$ cat src/rtl/mbist_pkg.sv
// mbist_pkg: shared state, op encoding and March C- element tables for the MBIST controller.
package mbist_pkg;
  typedef enum logic [1:0] {IDLE, RUN, DRAIN, DONE} state_t;
  localparam int NUM_ELEM = 6;
  typedef logic [2:0] elem_t;
  // bit0 = write, bit1 = logical data value
  typedef enum logic [1:0] {R0 = 2'b00, W0 = 2'b01, R1 = 2'b10, W1 = 2'b11} op_t;
  localparam logic [NUM_ELEM-1:0] ELEM_DOWN = 6'b011000;
  localparam logic [NUM_ELEM-1:0] ELEM_PAIR = 6'b011110;
  localparam logic [2*NUM_ELEM-1:0] ELEM_OP_A = {R0, R1, R0, R1, R0, W0};
  localparam logic [2*NUM_ELEM-1:0] ELEM_OP_B = {R0, W0, W1, W0, W1, R0};
  localparam int TOTAL_OPS = 2560;
  function automatic op_t elem_op(input elem_t e, input logic second);
    return op_t'(second ? ELEM_OP_B[{e, 1'b0} +: 2] : ELEM_OP_A[{e, 1'b0} +: 2]);
  endfunction
endpackage

$ cat src/rtl/mbist_addr_gen.sv
// mbist_addr_gen: loadable up/down address counter with a last-address flag for the current direction.
module mbist_addr_gen #(
  parameter int ADDR_W = 8
) (
  input  logic              clk,
  input  logic              rst,
  input  logic              ld,
  input  logic              ld_down,
  input  logic              en,
  input  logic              down,
  output logic [ADDR_W-1:0] addr,
  output logic              last
);
  logic [ADDR_W-1:0] addr_q, addr_d;
  always_comb begin
    addr_d = ld ? (ld_down ? '1 : '0) : en ? (down ? addr_q - ADDR_W'(1) : addr_q + ADDR_W'(1)) : addr_q;
    last = down ? addr_q == '0 : addr_q == '1;
    addr = addr_q;
  end
  always_ff @(posedge clk) begin
    if (!rst) addr_q <= '0;
    else addr_q <= addr_d;
  end
endmodule

$ cat src/rtl/mbist_march_ctrl.sv
// mbist_march_ctrl: March C- memory BIST controller with first-failure capture.
// Define MBIST_DIAG_EN to run past mismatches and count them on fail_count.
module mbist_march_ctrl
  import mbist_pkg::*;
#(
  parameter int ADDR_W = 8,
  parameter int DATA_W = 8,
  parameter logic [DATA_W-1:0] BG = '0
) (
  input  logic              clk,
  input  logic              rst,
  input  logic              start,
  output logic              busy,
  output logic              done,
  output logic              fail,
  output logic [ADDR_W-1:0] fail_addr,
  output logic [2:0]        fail_elem,
`ifdef MBIST_DIAG_EN
  output logic [7:0]        fail_count,
`endif
  output logic              mem_write_en,
  output logic              mem_read_en,
  output logic [ADDR_W-1:0] mem_addr,
  output logic [DATA_W-1:0] mem_write_data,
  input  logic [DATA_W-1:0] mem_read_data
);
  state_t state_q, state_d;
  elem_t elem_q, elem_d, cmp_elem_q, cmp_elem_d, fail_elem_q, fail_elem_d;
  logic phase_q, phase_d, rd_pend_q, rd_pend_d, fail_q, fail_d;
  logic [DATA_W-1:0] exp_q, exp_d, op_data;
  logic [ADDR_W-1:0] cmp_addr_q, cmp_addr_d, fail_addr_q, fail_addr_d, addr;
  logic run, op_done, elem_end, seq_end, mismatch, addr_last, ag_ld, ag_ld_down, ag_en, ag_down;
  op_t op;
`ifdef MBIST_DIAG_EN
  logic [7:0] fail_count_q, fail_count_d;
  assign fail_count = fail_count_q;
`endif
  assign ag_down = ELEM_DOWN[elem_q];
  mbist_addr_gen #(.ADDR_W(ADDR_W)) u_addr (
    .clk(clk), .rst(rst), .ld(ag_ld), .ld_down(ag_ld_down), .en(ag_en), .down(ag_down),
    .addr(addr), .last(addr_last)
  );
  always_comb begin
    op = elem_op(elem_q, phase_q);
    run = state_q == RUN;
    op_data = op[1] ? ~BG : BG;
    op_done = !ELEM_PAIR[elem_q] || phase_q;
    elem_end = op_done && addr_last;
    seq_end = elem_end && elem_q == elem_t'(NUM_ELEM - 1);
    // the read issued last cycle is checked while the next op goes out
    mismatch = rd_pend_q && (run || state_q == DRAIN) && mem_read_data != exp_q;
    busy = run || state_q == DRAIN;
    done = state_q == DONE;
    mem_write_en = run && op[0];
    mem_read_en = run && !op[0];
    mem_addr = run ? addr : '0;
    mem_write_data = mem_write_en ? op_data : '0;
    rd_pend_d = mem_read_en;
    exp_d = op_data;
    cmp_addr_d = addr;
    cmp_elem_d = elem_q;
    state_d = state_q;
    elem_d = elem_q;
    phase_d = phase_q;
    ag_ld = 1'b0;
    ag_en = 1'b0;
    fail_d = fail_q;
    fail_addr_d = fail_addr_q;
    fail_elem_d = fail_elem_q;
`ifdef MBIST_DIAG_EN
    fail_count_d = fail_count_q;
`endif
    unique case (state_q)
      IDLE, DONE: if (start) begin
        state_d = RUN;
        elem_d = '0;
        phase_d = 1'b0;
        ag_ld = 1'b1;
        fail_d = 1'b0;
        fail_addr_d = '0;
        fail_elem_d = '0;
`ifdef MBIST_DIAG_EN
        fail_count_d = '0;
`endif
      end
      RUN: begin
        phase_d = !op_done;
        ag_en = op_done && !addr_last;
        ag_ld = elem_end && !seq_end;
        elem_d = ag_ld ? elem_q + 3'd1 : elem_q;
        state_d = seq_end ? DRAIN : RUN;
      end
      DRAIN: state_d = DONE;
      default: state_d = IDLE;
    endcase
    if (mismatch) begin
      fail_d = 1'b1;
      fail_addr_d = fail_q ? fail_addr_q : cmp_addr_q;
      fail_elem_d = fail_q ? fail_elem_q : cmp_elem_q;
`ifdef MBIST_DIAG_EN
      fail_count_d = fail_count_q + {7'd0, fail_count_q != 8'hFF};
`else
      state_d = DONE;
`endif
    end
    ag_ld_down = ELEM_DOWN[elem_d];
    fail = fail_q;
    fail_addr = fail_addr_q;
    fail_elem = fail_elem_q;
  end
  always_ff @(posedge clk) begin
    if (!rst) begin
      state_q <= IDLE;
      elem_q <= '0;
      phase_q <= 1'b0;
      rd_pend_q <= 1'b0;
      exp_q <= '0;
      cmp_addr_q <= '0;
      cmp_elem_q <= '0;
      fail_q <= 1'b0;
      fail_addr_q <= '0;
      fail_elem_q <= '0;
`ifdef MBIST_DIAG_EN
      fail_count_q <= '0;
`endif
    end else begin
      state_q <= state_d;
      elem_q <= elem_d;
      phase_q <= phase_d;
      rd_pend_q <= rd_pend_d;
      exp_q <= exp_d;
      cmp_addr_q <= cmp_addr_d;
      cmp_elem_q <= cmp_elem_d;
      fail_q <= fail_d;
      fail_addr_q <= fail_addr_d;
      fail_elem_q <= fail_elem_d;
`ifdef MBIST_DIAG_EN
      fail_count_q <= fail_count_d;
`endif
    end
  end
endmodule

$ cat config.mk
export PLATFORM = sky130hd
export DESIGN_NAME = mbist_march_ctrl
export DESIGN_NICKNAME = d
export VERILOG_FILES = /design/src/rtl/mbist_pkg.sv /design/src/rtl/mbist_addr_gen.sv /design/src/rtl/mbist_march_ctrl.sv
export SDC_FILE = /design/constraint.sdc
export NUM_CORES = 1
export LEC_CHECK = 0
export ABC_AREA = 1
export CAP_MARGIN = 20
export CORE_MARGIN = 10
export CORE_UTILIZATION = 56
export DETAILED_ROUTE_END_ITERATION = 6
export PLACE_DENSITY = 0.85
export SLEW_MARGIN = 20
export SYNTH_ARGS = -nofsm -noshare
export SYNTH_HDL_FRONTEND = slang
export SYNTH_SLANG_ARGS = --single-unit
export TNS_END_PERCENT = 10
$ cat constraint.sdc
create_clock -name clk -period 6.96 [get_ports clk]
set_input_delay 2.088 -clock clk [delete_from_list [all_inputs] [get_ports clk]]
set_output_delay 2.088 -clock clk [all_outputs]
set_load 0.02 [all_outputs]
==> out/qor.yml, run 1 <==
power_and_ir_drop:
  pwr_density_cell_nw_per_um2: 203
  p_leak_nw: 1.33
  ir_drop_v: 0.000105
  power.total_mw: 0.570
detailed_routing:
  wl_per_cell_microns: 13.3
  dr_total_vias: 2239
  drt_iter0_markers: 105
  drc: 0
  detail-route-antenna-nets: 0
  firstDrtPassIters: 4
  drt-total-wl_mm: 5.59
  viasPerCell: 5.34
final_layout:
  syn_to_final_growth_pct: 22.4
  layout-drive-gt1-share_pct: 5.15
  diodes: 0
  nNetsFinal: 394
synth:
  synth-seq-cells: 41
  syn_area_sq_um: 2290
  yosysWarnings: 0
  avgSynthCellArea_sq_um: 6.85
  synthesis.nets: 360
  synth_seq_area_share_pct: 35.9
  synth_cells: 334
  synth.distinct_cells: 31
floorplan:
  row_count: 23
  dieArea_sq_um: 7040
  die_h_microns: 83.9
  start_util_pct: 57.6
  ios: 43
  coreArea_sq_um: 3970
  dieWidth_microns: 83.9
timing:
  hold_viol_final: 0
  clock_skew_ps: 7.17
  relSlewSlack_pct: 28.0
  finalMaxSlewViolations: 0
  setup_tns_ps: 0
  rsz0062_at_grt: "no"
  worstMarginPinSlew_ps: 1080
  setup_viol_count_final: 0
  layout_min_cycle_time_ps: 4870
  fin_crit_sh_pct: 70.0
  max_freq_mhz: 205
grt:
  grt_antenna_before_repair: 0
  grt_pass1_vias: 2166
  grt_usage_pct: 15.6
  grt_pass1_wl_mm: 9.42
  grt-ovfl-total: 0
  grt_max_degree: 34
setup_path:
  path_max_fanout: 16
  end_kind: "output pin"
  required_ps: 4870
  worstPathArrival_ps: 2780
  worstSetupStartpointType: "flop"
  critPathKind: "reg2out"
place:
  gp_congestion: 0.989
  port_buffers: 42
  dp_hpwl_mm: 4.19
run:
  max-cap-violations: 0
clock_tree:
  clock-sinks: 41
  cts_buffers: 5
  cts.path.max_buffers: 2
  cts.clk_slew.worst_paths_ps: 90
  cts_tree: "built"
  insertion_delay_ps: 300
  h-tree-depth: 2
  cts_setup_buffers: 0
  post_cts_resized: 0
  cts_root_buf: "clkbuf_8"
  cts_hold_buf: 0
hold_path:
  hold_class: "reg2reg"
status:
  outcome: "finished clean"
[final cells by class]
| class | count | area (sq um) |
|---|---|---|
| multi-input combinational | 227 | 1190 |
| fill | 345 | 1170 |
| sequential | 41 | 821 |
| timing repair buffer | 42 | 420 |
| inverter | 51 | 191 |
| clock buffer | 5 | 68.8 |
| tap | 50 | 62.6 |
| clock inverter | 3 | 46.3 |
[path summary, 6_finish.rpt]
check	from	end	slack, ps	cells past startpoint
worst min register to register	cmp_addr_q[1]	fail_addr[1]	450	2
worst max register to register	state_q[0]	fail_elem[0]	4270	9
worst max-delay path	state_q[1]	mem_write_data[1]	2090	5
worst min-delay path	cmp_addr_q[1]	fail_addr[1]	450	2
[state kept, by name, indices dropped and copies added (netlist names), named ones only]
signal	cells
ag_down	1
cmp_addr_q	8
cmp_elem_d	3
cmp_elem_q	3
exp_q	1
fail	1
fail_addr	8
fail_elem	3
phase_q	1
rd_pend_q	1
state_q	2
u_addr.addr	8
[metrics by stage]
| stage | worst slack (ps) | hold WS (ps) | cell area (sq um) | std cells | utilization, % |
|---|---|---|---|---|---|
| floorplan | 2720 | 427 | 2290 | 334 | - |
| global placement | 2550 | 436 | 2690 | 411 | 67.6 |
| detailed placement | 2400 | 442 | 2690 | 411 | 67.6 |
| CTS | 2070 | 459 | 2800 | 419 | 70.5 |
| global route | 1880 | 468 | 2800 | 419 | 70.5 |
| finish | 2090 | 455 | 2800 | 419 | 70.5 |
[layer usage]
layer	share of wire, %	GRT usage, %	vias up
met5	0	0	-
met2	49	26.8	64
met3	6.5	4.10	12
met1	42	17.0	1025
li1	-	-	1138
met4	2.2	8.37	0
[report_power, final]
| part | internal, mW | switching, mW |
|---|---|---|
| clock | 0.107 | 0.0895 |
| combinational | 0.0445 | 0.0635 |
| sequential | 0.250 | 0.0151 |
| total | 0.402 | 0.168 |
[critical path: stages (launching register included)]
cell	delay (ps)
dfxtp_1	340
inv_1	70
ha_1	480
inv_1	220
nor3_1	630
clkdlybuf4s50_1	740
[cells by family after synthesis]
logic type | share of synthesized area (%)
flops | 35.9
xor+xnor | 1.15
fa+ha+maj | 8.53
compound gates | 14.7
buf+inv | 12.1
simple gates | 27.7
[cell usage after synthesis]
| cell | instances | share of area [%] |
|---|---|---|
| xnor2_1 | 2 | 0.77 |
| a21oi_1 | 31 | 6.8 |
| nand2_2 | 3 | 0.82 |
| clkinv_1 | 1 | 0.16 |
| o311ai_0 | 1 | 0.38 |
| clkbuf_1 | 4 | 0.66 |
| ha_1 | 14 | 7.7 |
| nand2_4 | 1 | 0.49 |
| nand3_4 | 1 | 0.77 |
| buf_4 | 7 | 2.3 |
| inv_1 | 47 | 7.7 |
| a31oi_1 | 3 | 0.82 |
| nor2_1 | 32 | 5.3 |
| a32oi_1 | 1 | 0.38 |
| o21ai_0 | 24 | 5.3 |
| or2_2 | 3 | 0.82 |
| nand4_1 | 8 | 2.2 |
| inv_2 | 3 | 0.49 |
| buf_2 | 1 | 0.22 |
| o311ai_1 | 1 | 0.38 |
| nand3_1 | 12 | 2.6 |
| dfxtp_1 | 41 | 36 |
| nor4_1 | 1 | 0.27 |
| fa_1 | 1 | 0.88 |
| nand2_1 | 78 | 13 |
| o211ai_1 | 2 | 0.66 |
| clkbuf_2 | 1 | 0.22 |
| nand3b_1 | 1 | 0.33 |
| buf_1 | 2 | 0.33 |
| xor2_1 | 1 | 0.38 |
| nor3_1 | 6 | 1.3 |
[cell usage in the layout (no fill, tap or decap), drive strengths merged, types with 5 or more instances in the layout]
cell	n
nand2	82
nor3	6
nand3	13
inv	50
clkbuf	5
o21ai	24
a21oi	31
ha	14
nand4	8
dfxtp	41
nor2	32
clkdlybuf4s50	42
No activity file was read; power rests on OpenSTA's default activity.
==> run 2: changes to the inputs <==
--- a/config.mk
+++ b/config.mk
@@ -8,9 +8,9 @@
 export ABC_AREA = 1
 export CAP_MARGIN = 20
 export CORE_MARGIN = 10
-export CORE_UTILIZATION = 56
+export CORE_UTILIZATION = 52
 export DETAILED_ROUTE_END_ITERATION = 6
-export PLACE_DENSITY = 0.85
+export PLACE_DENSITY = 0.8
 export SLEW_MARGIN = 20
 export SYNTH_ARGS = -nofsm -noshare
 export SYNTH_HDL_FRONTEND = slang
==> constraint.sdc (replaced) <==
create_clock -name clk -period 4.82 [get_ports clk]
set_input_delay 1.446 -clock clk [delete_from_list [all_inputs] [get_ports clk]]
set_output_delay 1.446 -clock clk [all_outputs]
set_load 0.02 [all_outputs]
==> run 2 against run 1 <==
- clock power increased by 39%
- critical path type unchanged
- critical path depth unchanged
- total power increased by 43%
- clock skew decreased by 4.5 ps
- register-to-register slack got worse by 1700 ps
- sequential power increased by 44%
- worst hold slack got worse by 5.5 ps
- global-route usage decreased by 0.73 points
- combinational power increased by 45%
- utilization decreased by 4.9 points
==> out/qor.yml, run 2 (synthesized netlist as in run 1, its figures left out) <==
floorplan:
  dieWidth_microns: 86.3  # +2.9%
  dieArea_sq_um: 7450  # +5.8%
  row_count: 24  # +4.3%
  start_util_pct: 53.3  # -4.3 points
  die_h_microns: 86.3  # +2.9%
  coreArea_sq_um: 4290  # +8.1%
  ios: 43  # unchanged
setup_path:
  path_max_fanout: 16  # unchanged
  required_ps: 3370  # -1500 ps
  rrSetupSlack_ps: 2600  # -1670 ps
  r2r_start: "state_q[0]"
  worstSetupStartpointType: "flop"
  r2r_end: "fail_addr[1]"
  end_kind: "output pin"
  critPathKind: "reg2out"
  worstPathArrival_ps: 2760  # -20 ps
  rr_worst_depth: 10  # +1
detailed_routing:
  detail-route-antenna-nets: 0  # unchanged
  dr_total_vias: 2171  # -3.0%
  wl_per_cell_microns: 12.9  # -3.6%
  firstDrtPassIters: 4  # unchanged
  drc: 0  # unchanged
  viasPerCell: 5.13  # -4.0%
  drt-total-wl_mm: 5.44  # -2.7%
  drt_iter0_markers: 154  # +47%
grt:
  grt-ovfl-total: 0  # unchanged
  grt_max_degree: 34  # unchanged
  grt_pass1_vias: 2105  # -2.8%
  grt_antenna_before_repair: 0  # unchanged
  grt_pass1_wl_mm: 9.40  # -0.15%
  grt_usage_pct: 14.9  # -0.73 points
final_layout:
  syn_to_final_growth_pct: 23.2
  diodes: 0  # unchanged
  layout-drive-gt1-share_pct: 5.66  # +0.51 points
  final_cell_mix: "nand2_1, inv_1, clkdlybuf4s50_1, dfxtp_1, nor2_1"
  fillers: 385  # +12%
  final_common_cell: "nand2_1"
  seq_area_sq_um: 821  # unchanged
  multi_input_area_sq_um: 1190  # unchanged
  nNetsFinal: 396  # +0.51%
  final_util_pct: 65.6  # -4.9 points
timing:
  rsz0062_at_grt: "no"
  layout_min_cycle_time_ps: 4200
  hold_viol_final: 0  # unchanged
  relSlewSlack_pct: 53.3  # +25 points
  max_freq_mhz: 238
  setup_tns_ps: 0  # unchanged
  finalMaxSlewViolations: 0  # unchanged
  fin_crit_sh_pct: 87.2
  worstMarginPinSlew_ps: 696  # -381 ps
  setup_viol_count_final: 0  # unchanged
  clock_skew_ps: 2.70  # -4.48 ps
place:
  dp_hpwl_mm: 4.09  # -2.3%
  gp_congestion: 0.918  # -7.1%
  port_buffers: 42  # unchanged
clock_tree:
  h-tree-depth: 2  # unchanged
  cts_root_buf: "clkbuf_8"
  clock-sinks: 41  # unchanged
  cts_buffers: 5  # unchanged
  cts.clk_slew.worst_paths_ps: 80  # about the same
  cts_hold_buf: 0  # unchanged
  post_cts_resized: 0  # unchanged
  cts.path.max_buffers: 2  # unchanged
  insertion_delay_ps: 290  # about the same
  cts_setup_buffers: 0  # unchanged
  cts_tree: "built"
hold_path:
  whs_path_depth: 2  # unchanged
  holdPathEnd: "fail_addr[4]"
  hold_class: "reg2reg"
  hold_start: "cmp_addr_q[4]"
power_and_ir_drop:
  pwr_density_cell_nw_per_um2: 288  # +42%
  ir_drop_v: 0.000160  # +52%
  p_leak_nw: 1.34  # +0.77%
run:
  max-cap-violations: 0  # unchanged
status:
  outcome: "finished clean"
-- run 2: changes by cell type in the layout (fill, tap and decap cells not counted) --
cell   change
buf_4      +2
-- run 2: cell type report --
class                      count  share of cell area [%]
inverter                      51                    6.79
multi-input combinational    227                    42.2
clock inverter                 3                    1.64
sequential                    41                    29.1
timing repair buffer          44                    15.5
tap                           52                    2.31
clock buffer                   5                    2.44
-- run 2: stage by stage --
step	total power [mW]	std cells	cell area [sq um]	hold slack, ps	worst slack, ps
final	0.813	423	2820	449	615
after global routing	0.856	423	2820	476	356
after CTS	0.819	423	2820	444	575
after detailed placement	0.546	415	2700	437	896
after global placement	0.542	415	2700	434	1040
after floorplan	0.486	334	2290	427	1220
-- run 2: routing by layer --
metal	wire (microns)	GRT usage (%)	vias up
li1	-	-	1144
met1	2280	16.6	982
met2	2760	27.2	41
met3	331	3.28	4
met4	63	4.57	0
met5	0	0	-
-- run 2: worst max-delay path by stage --
stage,endpoint,from,slack (ps),cells past startpoint
global route,mem_write_data[2],state_q[1],360,5
CTS,mem_write_data[2],state_q[1],570,5
finish,mem_write_data[2],state_q[1],620,5
detailed placement,mem_write_data[2],state_q[1],900,5
floorplan,mem_write_data[1],cmp_elem_d[0],1220,6
global placement,mem_write_data[6],state_q[1],1040,5
-- run 2: power by group --
part | internal (mW) | switching [mW]
logic | 0.0647 | 0.0923
clock network | 0.155 | 0.119
registers | 0.361 | 0.0218
-- run 2: critical path, cell delays in order, from the launching register on --
cell and delay (ps):
dfxtp_1 350, inv_1 70, ha_1 470, inv_1 200, nor3_1 630, clkdlybuf4s50_1 740
